**src/rtl/ipsxe_floating_point_classify_pkg.sv**
```systemverilog
// Shared IEEE-754 class encodings and constant-ROM addresses.
// Also used by the constant ROM so both sides agree on addressing.
package ipsxe_floating_point_classify_pkg;

  typedef enum logic [2:0] {
    CLS_NORM = 3'd0,
    CLS_ZERO = 3'd1,
    CLS_SUBN = 3'd2,
    CLS_INF  = 3'd3,
    CLS_QNAN = 3'd4,
    CLS_SNAN = 3'd5
  } fp_class_e;

  localparam logic [3:0] ROM_ADDR_NONE = 4'd0;
  localparam logic [3:0] ROM_ADDR_INF  = 4'd1;
  localparam logic [3:0] ROM_ADDR_ZERO = 4'd2;
  localparam logic [3:0] ROM_ADDR_NAN  = 4'd3;

  typedef struct packed {
    logic exp_max;
    logic exp_zero;
    logic man_zero;
    logic man_msb;
  } fp_flags_t;

  function automatic fp_class_e fp_classify(
    input fp_flags_t f,
    input logic      ftz
  );
    fp_class_e c;
    c = CLS_NORM;
    if (f.exp_max) begin
      if (f.man_zero)     c = CLS_INF;
      else if (f.man_msb) c = CLS_QNAN;
      else                c = CLS_SNAN;
    end else if (f.exp_zero) begin
      if (f.man_zero || ftz) c = CLS_ZERO;
      else                   c = CLS_SUBN;
    end
    return c;
  endfunction

  // Only +inf lives in the table, so -inf passes through untouched.
  function automatic logic [3:0] fp_rom_addr(
    input fp_class_e c,
    input logic      sign
  );
    logic [3:0] a;
    a = ROM_ADDR_NONE;
    case (c)
      CLS_INF:  a = sign ? ROM_ADDR_NONE : ROM_ADDR_INF;
      CLS_ZERO: a = ROM_ADDR_ZERO;
      CLS_QNAN: a = ROM_ADDR_NAN;
      CLS_SNAN: a = ROM_ADDR_NAN;
      default:  a = ROM_ADDR_NONE;
    endcase
    return a;
  endfunction

endpackage

```
**src/rtl/ipsxe_floating_point_sat_cnt.sv**
```systemverilog
// Saturating event counter with synchronous clear.
// Clear wins over increment.
module ipsxe_floating_point_sat_cnt #(
  parameter int CNT_WIDTH = 16
) (
  input  logic                 clk,
  input  logic                 rst_n,
  input  logic                 inc,
  input  logic                 clr,
  output logic [CNT_WIDTH-1:0] cnt
);

  always_ff @(posedge clk) begin
    if (!rst_n) begin
      cnt <= '0;
    end else if (clr) begin
      cnt <= '0;
    end else if (inc && !(&cnt)) begin
      cnt <= cnt + 1'b1;
    end
  end

endmodule

```
**src/rtl/ipsxe_floating_point_classify.sv**
```systemverilog
// Two-stage streaming IEEE-754 classifier: operand -> class and
// constant-ROM address, plus saturating special-value counters.
module ipsxe_floating_point_classify
  import ipsxe_floating_point_classify_pkg::*;
#(
  parameter int EXP_WIDTH = 8,
  parameter int MAN_WIDTH = 23,
  parameter int FTZ       = 0,
  parameter int CNT_WIDTH = 16
) (
  input  logic                           clk,
  input  logic                           rst_n,
  input  logic                           s_valid,
  output logic                           s_ready,
  input  logic [EXP_WIDTH+MAN_WIDTH:0]   s_data,
  output logic                           m_valid,
  input  logic                           m_ready,
  output logic [EXP_WIDTH+MAN_WIDTH:0]   m_data,
  output logic [2:0]                     m_class,
  output logic                           m_sign,
  output logic                           m_subst,
  output logic [3:0]                     m_rom_addr,
  input  logic                           cnt_clr,
  output logic [CNT_WIDTH-1:0]           cnt_nan,
  output logic [CNT_WIDTH-1:0]           cnt_inf,
  output logic [CNT_WIDTH-1:0]           cnt_zero
);

  localparam int W = 1 + EXP_WIDTH + MAN_WIDTH;

  logic                 s1_valid;
  logic [W-1:0]         s1_data;
  fp_flags_t            s1_flags;
  fp_flags_t            in_flags;
  logic                 s2_load;
  fp_class_e            dec_class;
  logic [3:0]           dec_addr;
  logic [EXP_WIDTH-1:0] in_exp;
  logic [MAN_WIDTH-1:0] in_man;
  logic                 take;
  logic                 inc_nan;
  logic                 inc_inf;
  logic                 inc_zero;

  assign in_exp = s_data[W-2 -: EXP_WIDTH];
  assign in_man = s_data[MAN_WIDTH-1:0];

  always_comb begin
    in_flags          = '0;
    in_flags.exp_max  = &in_exp;
    in_flags.exp_zero = ~|in_exp;
    in_flags.man_zero = ~|in_man;
    in_flags.man_msb  = in_man[MAN_WIDTH-1];
  end

  assign s2_load = !m_valid || m_ready;
  assign s_ready = !s1_valid || s2_load;

  always_ff @(posedge clk) begin
    if (!rst_n) begin
      s1_valid <= 1'b0;
      s1_data  <= '0;
      s1_flags <= '0;
    end else if (s_ready) begin
      s1_valid <= s_valid;
      if (s_valid) begin
        s1_data  <= s_data;
        s1_flags <= in_flags;
      end
    end
  end

  always_comb begin
    dec_class = fp_classify(s1_flags, FTZ != 0);
    dec_addr  = fp_rom_addr(dec_class, s1_data[W-1]);
  end

  always_ff @(posedge clk) begin
    if (!rst_n) begin
      m_valid    <= 1'b0;
      m_data     <= '0;
      m_class    <= 3'd0;
      m_sign     <= 1'b0;
      m_subst    <= 1'b0;
      m_rom_addr <= ROM_ADDR_NONE;
    end else if (s2_load) begin
      m_valid <= s1_valid;
      if (s1_valid) begin
        m_data     <= s1_data;
        m_class    <= dec_class;
        m_sign     <= s1_data[W-1];
        m_subst    <= (dec_addr != ROM_ADDR_NONE);
        m_rom_addr <= dec_addr;
      end
    end
  end

  assign take     = m_valid && m_ready;
  assign inc_nan  = take && (m_class == CLS_QNAN ||
                             m_class == CLS_SNAN);
  assign inc_inf  = take && (m_class == CLS_INF);
  assign inc_zero = take && (m_class == CLS_ZERO);

  ipsxe_floating_point_sat_cnt #(
    .CNT_WIDTH(CNT_WIDTH)
  ) u_cnt_nan (
    .clk  (clk),
    .rst_n(rst_n),
    .inc  (inc_nan),
    .clr  (cnt_clr),
    .cnt  (cnt_nan)
  );

  ipsxe_floating_point_sat_cnt #(
    .CNT_WIDTH(CNT_WIDTH)
  ) u_cnt_inf (
    .clk  (clk),
    .rst_n(rst_n),
    .inc  (inc_inf),
    .clr  (cnt_clr),
    .cnt  (cnt_inf)
  );

  ipsxe_floating_point_sat_cnt #(
    .CNT_WIDTH(CNT_WIDTH)
  ) u_cnt_zero (
    .clk  (clk),
    .rst_n(rst_n),
    .inc  (inc_zero),
    .clr  (cnt_clr),
    .cnt  (cnt_zero)
  );

endmodule

```
**config.mk**
```make
export PLATFORM = sky130hd
export DESIGN_NAME = ipsxe_floating_point_classify
export DESIGN_NICKNAME = d
export VERILOG_FILES = /design/src/rtl/ipsxe_floating_point_classify_pkg.sv /design/src/rtl/ipsxe_floating_point_sat_cnt.sv /design/src/rtl/ipsxe_floating_point_classify.sv
export SDC_FILE = /design/constraint.sdc
export NUM_CORES = 1
export LEC_CHECK = 0
export CAP_MARGIN = 5
export CORE_MARGIN = 8
export CORE_UTILIZATION = 54
export DETAILED_ROUTE_END_ITERATION = 7
export GPL_TIMING_DRIVEN = 0
export PLACE_DENSITY = 0.93
export SYNTH_ARGS = -nofsm -noshare
export SYNTH_HDL_FRONTEND = slang
export SYNTH_SLANG_ARGS = --single-unit
```
**constraint.sdc**
```tcl
create_clock -name clk -period 2.9 [get_ports clk]
set_clock_uncertainty 0.1 [all_clocks]
set_input_delay 0.435 -clock clk [delete_from_list [all_inputs] [get_ports clk]]
set_output_delay 0.435 -clock clk [all_outputs]
set_load 0.005 [all_outputs]
```
==> results.cfg, run 1 <==
[status]
status = finished, final reports clean

[critical_path]
cp.depth = 3
worstSetupStartpoint = m_ready
critical_path.cell_chain = clkdlybuf4s50_1, nand3b_1, clkdlybuf4s50_1
critPathTopFamily = buffers and inverters
crit_path_end_kind = primary output
slowest_delay_ps = 550
worstPathArrival_ps = 1790
reg2reg_to = u_cnt_inf.cnt[0]
slowest_stage = clkdlybuf4s50_1
endpoint = s_ready
crit_buf_inv = 2
crit_top_cell = clkdlybuf4s50_1
start_kind = input port
path_class = in -> out
reg2reg_depth = 6
worstReg2RegStart = u_cnt_inf.cnt[0]
crit_fanout = 6
cp.required_ps = 2370
regToRegSetupSlack_ps = 650

[clock_network]
cts_buffers = 17
clock-root-buffer = clkbuf_8
cts_hold_buf = 0
postCtsSetupBuffers = 0
clk_path_buf_depth = 2
clkLatencyLatePin_ps = 520
post_cts_resized = 0
cts_tree = done
clkSinkCount = 123
path_clk_slew_ps = 60
htree_levels = 4

[sta]
setup_viol = 0
drv_slew = 0
min_period_ps = 2320
worst_slew_pin_slew_ps = 556
post-route-period-util = 0.800
rsz0062_at_grt = false
fin_tns_setup_ps = 0
finalHoldViolCount = 0
timing.fmax_mhz = 431
relSlewSlack = 0.626

[floorplanning]
die_area_um2 = 13700
core_um2 = 10100
pin_count = 128
fp.dieH_um = 117
start_util = 0.545
rows = 37
fp.dieW_um = 117

[place]
post-dp-hpwl_um = 11500
dpl.cell_count = 917
globalplace.congestion = 0.915
port_buffers = 125
placed_area_um2 = 6930

[flow_run]
drv_cap = 0

[finish]
fin_nets = 840
diodes = 0
fin_cells = 949
syn_to_final_growth_pct = 36.2
final_area_um2 = 7490
fin_util = 0.742
final_layout_size_suffix_gt1_frac = 0.0590

[synth]
synthTopCellsByArea = dfxtp_1 (45%), nand2_1 (11%), a21boi_0 (9.8%), a21oi_1 (3.0%), o31ai_1 (2.9%)
synth_edf_count = 0
async_flop_share = 0
yosys_register_bits = 123
avgSynthCellArea_um2 = 8.40
synth.yosys.seq_area_share = 0.447
synth_cell_types = 50
synthDominantCellAreaShare = 0.447
synth-warning-count = 0
synth_area_um2 = 5500
synthFlopType = dfxtp_1
syn_inst = 655
synth_top_area_cell = dfxtp_1

[global_routing]
first_global_vias = 5560
antenna_found_initial = 0
grt_pass1_wl_um = 25800
grt_max_degree = 17
grt_usage = 0.236
grt-ovfl-total = 0

[routing]
ant_nets = 0
post_drt_wl_per_cell_um = 16.6
via_count = 5618
drc = 0
drtIter0Drc = 502
dr.pass1.iters = 6
vias_per_cell = 5.92
wl_um = 15800

[power]
p_leak_nw = 2.52
powerDensity_nw_per_um2 = 536
ir_drop_uv = 348

[hold_path]
hold_path.class = reg -> reg
tightest hold or removal path: stages (launching register included):
cell and delay (ps):
dfxtp_1 310, nand2_1 50, a21boi_0 60
per-stage QoR:
| step | total power, mW | hold slack, ps | setup slack (ps) |
|---|---|---|---|
| after global placement | 2.02 | 347 | 237 |
| after CTS | 4.03 | 365 | 613 |
| final | 4.02 | 365 | 579 |
| after detailed placement | 2.03 | 357 | 259 |
| after floorplan | 1.90 | 341 | 1050 |
| after global routing | 4.14 | 383 | 487 |
registers in the layout (all words and copies together) (netlist names):
| name | cells |
|---|---|
| s1_flags | 3 |
| m_data | 32 |
| u_cnt_zero.cnt | 16 |
| s1_data | 32 |
| m_valid | 1 |
| u_cnt_inf.cnt | 16 |
| m_rom_addr | 2 |
| s1_valid | 1 |
| m_class | 3 |
| u_cnt_nan.cnt | 16 |
| m_subst | 1 |
logic make-up (layout without fill, tap and decap cells):
family | count (synthesis) | count (layout) | synth area share
other | 1 | 2 | 0.000681
flip-flops | 123 | 123 | 0.447
multiplexers | 4 | 4 | 0.00728
AND/OR/NAND/NOR | 306 | 306 | 0.287
XOR/XNOR | 1 | 1 | 0.00159
adder cells (fa/ha/maj) | 3 | 3 | 0.00682
AO/OA/AOI/OAI | 167 | 167 | 0.208
buffers and inverters | 50 | 207 | 0.0414
metal layers:
layer  wire length [µm]  up-vias  track usage
met4                405        0        0.116
li1                   -     2676            -
met5                  0        -            0
met2               7980      273        0.416
met3               1210       48       0.0636
met1               6170     2621        0.257
final cells by class:
cell class	instances	area, µm²
buffer	43	201
clock buffer	17	414
clock inverter	15	151
fill	716	2600
inverter	7	26.3
multi-input combinational	483	2820
sequential	123	2460
tap	136	170
timing repair buffer	125	1250
cells in the final DEF (no fill, tap or decap), drive strengths merged, types with 4 or more instances in the layout:
master         netlist  final
nand2              163    163
clkdlybuf4s50        0    125
dfxtp              123    123
a21boi              72     72
clkbuf              32     49
a21oi               33     33
nand4               22     22
o31ai               21     21
nand3               20     20
or4                 19     19
o21ai               17     17
or3                 16     16
inv                  7     15
and4                12     12
nor4                11     11
buf                 11     11
nor3                10     10
and3                 7      7
o211ai               7      7
nor2                 6      6
nand2b               6      6
nor2b                4      4
mux2i                4      4
clkinv               0      4
synthesized netlist by cell type, drive strengths merged (6+ instances only):
master,number
dfxtp,123
clkbuf,32
o31ai,21
a21oi,33
o21ai,17
and3,7
buf,11
nor2,6
or4,19
nor3,10
a21boi,72
nand3,20
nand2b,6
o211ai,7
nor4,11
inv,7
nand2,163
nand4,22
and4,12
or3,16
worst min-delay path by stage:
stage                  endpoint        start  cells past startpoint  slack [ps]
finish               m_data[23]   m_data[23]                      2         360
global route         m_data[19]  s1_data[19]                      2         380
CTS                 s1_data[19]  s1_data[19]                      2         370
detailed placement    m_data[4]    m_data[4]                      2         360
global placement     m_data[27]  s1_data[27]                      2         350
floorplan            m_data[14]  s1_data[14]                      2         340
power by group:
part / switching, mW / leakage (nW) / internal, mW / total [mW]
combinational: 0.127 / 1.25 / 0.118 / 0.244
sequential: 0.0240 / 0.999 / 1.73 / 1.75
clock: 0.856 / 0.274 / 1.17 / 2.02
total: 1.01 / 2.52 / 3.01 / 4.02
Power figures use the tool's default switching activity.
==> run 2, diff against run 1 <==
Settings changed: CORE_UTILIZATION 54 to 45, PLACE_DENSITY 0.93 to 0.84.
Clock period 2.9 ns to 1.95 ns, I/O delays scaled along.
==> results.cfg, run 2 (synthesis results as in run 1) <==
[status]
status = finished, final reports clean

[critical_path]
crit_buf_inv = 1
reg2reg_depth = 5
critical_path.cell_chain = clkdlybuf4s50_1
cp.required_ps = 1560
worstPathArrival_ps = 1490
start_kind = register
slowest_delay_ps = 570
slowest_stage = clkdlybuf4s50_1
crit_path_end_kind = primary output
path_class = reg -> out
crit_fanout = 7
regToRegSetupSlack_ps = 70
critPathTopFamily = buffers and inverters
cp.depth = 1

[global_routing]
antenna_found_initial = 1
grt_usage = 0.191
grt-ovfl-total = 0
grt_max_degree = 17
grt_pass1_wl_um = 24700
first_global_vias = 5036

[routing]
wl_um = 15500
ant_nets = 0
drc = 0
vias_per_cell = 5.55
dr.pass1.iters = 7
drtIter0Drc = 404
via_count = 5344
post_drt_wl_per_cell_um = 16.1

[sta]
timing.hold.ws_ps = 230
finalHoldViolCount = 0
fin_tns_setup_ps = 0
layout_setup_ws_ps = 66.9
timing.fmax_mhz = 531
post-route-period-util = 0.966
relSlewSlack = 0.660
setup_viol = 0
min_period_ps = 1880
worst_slew_pin_slew_ps = 506
drv_slew = 0

[power]
powerDensity_nw_per_um2 = 806
ir_drop_uv = 551
p_leak_nw = 2.62

[floorplanning]
start_util = 0.460
core_um2 = 12000
die_area_um2 = 16000
pin_count = 128
fp.dieH_um = 127
rows = 40
fp.dieW_um = 127

[place]
port_buffers = 125
post-dp-hpwl_um = 11000
dpl.cell_count = 928
pre_cts_ws_ps = -570
globalplace.congestion = 0.840

[finish]
syn_to_final_growth_pct = 39.5
mostFrequentLayoutCells = nand2_1 (162), clkdlybuf4s50_1 (123), dfxtp_1 (115)
reg_top3 = m_data x32, s1_data x32
final_layout_size_suffix_gt1_frac = 0.0982
layout_commonest_cell = nand2_1
fin_cells = 963
fin_nets = 842

[clock_network]
cts_buffers = 17
clk_path_buf_depth = 2
clkSinkCount = 123
clock-root-buffer = clkbuf_16
clkLatencyLatePin_ps = 420
cts_hold_buf = 0
cts_tree = done
htree_levels = 4
path_clk_slew_ps = 60

[hold_path]
hold_path.class = in -> reg
holdPathStages = 3

[flow_run]
drv_cap = 0
-- run 2: worst paths after layout --
check	startpoint	end
worst max register to register	u_cnt_zero.cnt[1]	u_cnt_zero.cnt[12]
worst min register to register	s1_data[5]	s1_data[5]
worst max-delay path	u_cnt_nan.cnt[4]	cnt_nan[4]
worst min-delay path	m_ready	m_valid
-- run 2: layer usage --
metal / routed length, µm / share of wire / GRT usage / vias up
met4: 343 / 0.022 / 0.0885 / 0
met3: 1230 / 0.079 / 0.0750 / 26
met2: 7250 / 0.47 / 0.309 / 165
met1: 6710 / 0.43 / 0.216 / 2484
met5: 0 / 0 / 0 / -
li1: - / - / - / 2669
-- run 2: power breakdown --
part	switching (mW)	internal, mW	total, mW
sequential	0.0322	2.57	2.60
clock	1.15	2.07	3.22
combinational	0.191	0.178	0.369
-- run 2: timing repair --
item                                    CTS  global route
pin swaps                                 1             2
resized for setup                        12            43
hold endpoints to repair                  0             0
setup buffers                             2             2
endpoints found under the setup margin   33            79
-- run 2: layout make-up --
type | count | area [µm²]
clock inverter | 11 | 144
sequential | 123 | 2480
inverter | 7 | 26.3
tap | 147 | 184
fill | 975 | 4280
clock buffer | 21 | 460
antenna | 1 | 2.50
multi-input combinational | 483 | 2880
timing repair buffer | 129 | 1280
buffer | 41 | 215
-- run 2: per-stage QoR --
step                      cell area [µm²]  total power [mW]  utilization
after global routing                 7680              6.37        0.642
after detailed placement             6940              3.02        0.580
final                                7680              6.19        0.642
after floorplan                      5510              2.82            -
after global placement               6940              3.02        0.580
after CTS                            7600              6.22        0.635
-- run 2: worst min-delay path, cell delays in order --
cell	delay (ps)
dlymetal6s2s_1	180
or2b_1	160
a21boi_0	80
==> run 3, diff against run 2 <==
Settings changed: SKIP_LAST_GASP set to 1.
==> results.cfg, run 3 (synthesis results as in run 1) <==
[routing]
via_count = 5340
drc = 0
dr.pass1.iters = 5
ant_nets = 0
wl_um = 15500
vias_per_cell = 5.55
post_drt_wl_per_cell_um = 16.1
drtIter0Drc = 411

[place]
pre_cts_ws_ps = -570
globalplace.congestion = 0.840
port_buffers = 125
dpl.cell_count = 928
post-dp-hpwl_um = 11000
placed_area_um2 = 6940

[clock_network]
clkLatencyLatePin_ps = 420
clock-root-buffer = clkbuf_16
path_clk_slew_ps = 60
cts_buffers = 17
cts_hold_buf = 0
clkSinkCount = 123
clk_path_buf_depth = 2
htree_levels = 4
cts_tree = done

[critical_path]
slowest_delay_ps = 570
crit_path_end_kind = primary output
critical_path.cell_chain = clkdlybuf4s50_1
cp.required_ps = 1560
path_class = reg -> out
crit_buf_inv = 1
slowest_stage = clkdlybuf4s50_1
critPathTopFamily = buffers and inverters
worstPathArrival_ps = 1490
start_kind = register
crit_fanout = 7

[sta]
timing.fmax_mhz = 531
setup_viol = 0
worst_slew_pin_slew_ps = 506
drv_slew = 0
finalHoldViolCount = 0
relSlewSlack = 0.660
layout_setup_ws_ps = 67.6
post-route-period-util = 0.965
rsz0062_at_grt = true
min_period_ps = 1880

[finish]
final_area_um2 = 7670
final_layout_size_suffix_gt1_frac = 0.0969
fin_util = 0.641
num-fill-cells = 976
syn_to_final_growth_pct = 39.4
seq_area_um2 = 2470
multi_input_area_um2 = 2880
fin_nets = 842
reg_top3 = m_data x32, s1_data x32
fin_cells = 963
mostFrequentLayoutCells = nand2_1 (162), clkdlybuf4s50_1 (123), dfxtp_1 (115)
layout_commonest_cell = nand2_1

[global_routing]
grt-ovfl-total = 0
grt_usage = 0.191
first_global_vias = 5036
grt_pass1_wl_um = 24700
antenna_found_initial = 1
grt_max_degree = 17

[floorplanning]
die_area_um2 = 16000
start_util = 0.460
pin_count = 128
rows = 40
fp.dieH_um = 127
fp.dieW_um = 127
core_um2 = 12000

[power]
ir_drop_uv = 551
p_leak_nw = 2.62
powerDensity_nw_per_um2 = 807
power_mw = 6.19

[flow_run]
drv_cap = 0

[hold_path]
hold_path.class = in -> reg

[status]
status = finished, final reports clean
## run 3: cell counts in the layout (fill, tap and decap cells not counted)
Identical to the previous run, type by type.
## run 3: cell type report
type	instances	share of cell area
tap	147	0.0240
timing repair buffer	129	0.167
sequential	123	0.323
antenna	1	0.000326
clock buffer	21	0.0600
buffer	41	0.0281
clock inverter	11	0.0188
multi-input combinational	483	0.376
inverter	7	0.00343
## run 3: power breakdown
group          switching (mW)  internal (mW)  leakage, nW  total (mW)
Sequential             0.0321           2.57         1.00        2.61
Combinational           0.191          0.178         1.33       0.369
Clock                    1.15           2.07        0.285        3.21
Total                    1.37           4.82         2.62        6.19
## run 3: repair_timing
item | 4_1_cts | 5_1_grt
gates resized for setup | 12 | 40
endpoints found under the setup margin | 33 | 79
buffers inserted | 2 | 2
pin swaps | 1 | 2
## run 3: routing by layer
metal  vias to the layer above  global-route usage  part of all wire
li1                       2677                   -                 -
met5                         -                   0                 0
met2                       165               0.309              0.47
met1                      2475               0.216              0.43
met4                         0              0.0885             0.023
met3                        23              0.0750             0.075
## run 3: stage by stage
step	hold slack (ps)	setup TNS [ps]
after floorplan	331	0
after global placement	347	-30540
after detailed placement	356	-33990
after CTS	350	0
after global routing	270	-36.3
final	232	0
## run 3: path summary, 6_finish.rpt
kind | from | endpoint | slack [ps] | cells after the start
worst min register to register | s1_data[5] | s1_data[5] | 360 | 2
worst max register to register | u_cnt_inf.cnt[0] | u_cnt_inf.cnt[14] | 70 | 5
worst min-delay path | m_ready | m_valid | 230 | 3
worst max-delay path | u_cnt_nan.cnt[4] | cnt_nan[4] | 70 | 1
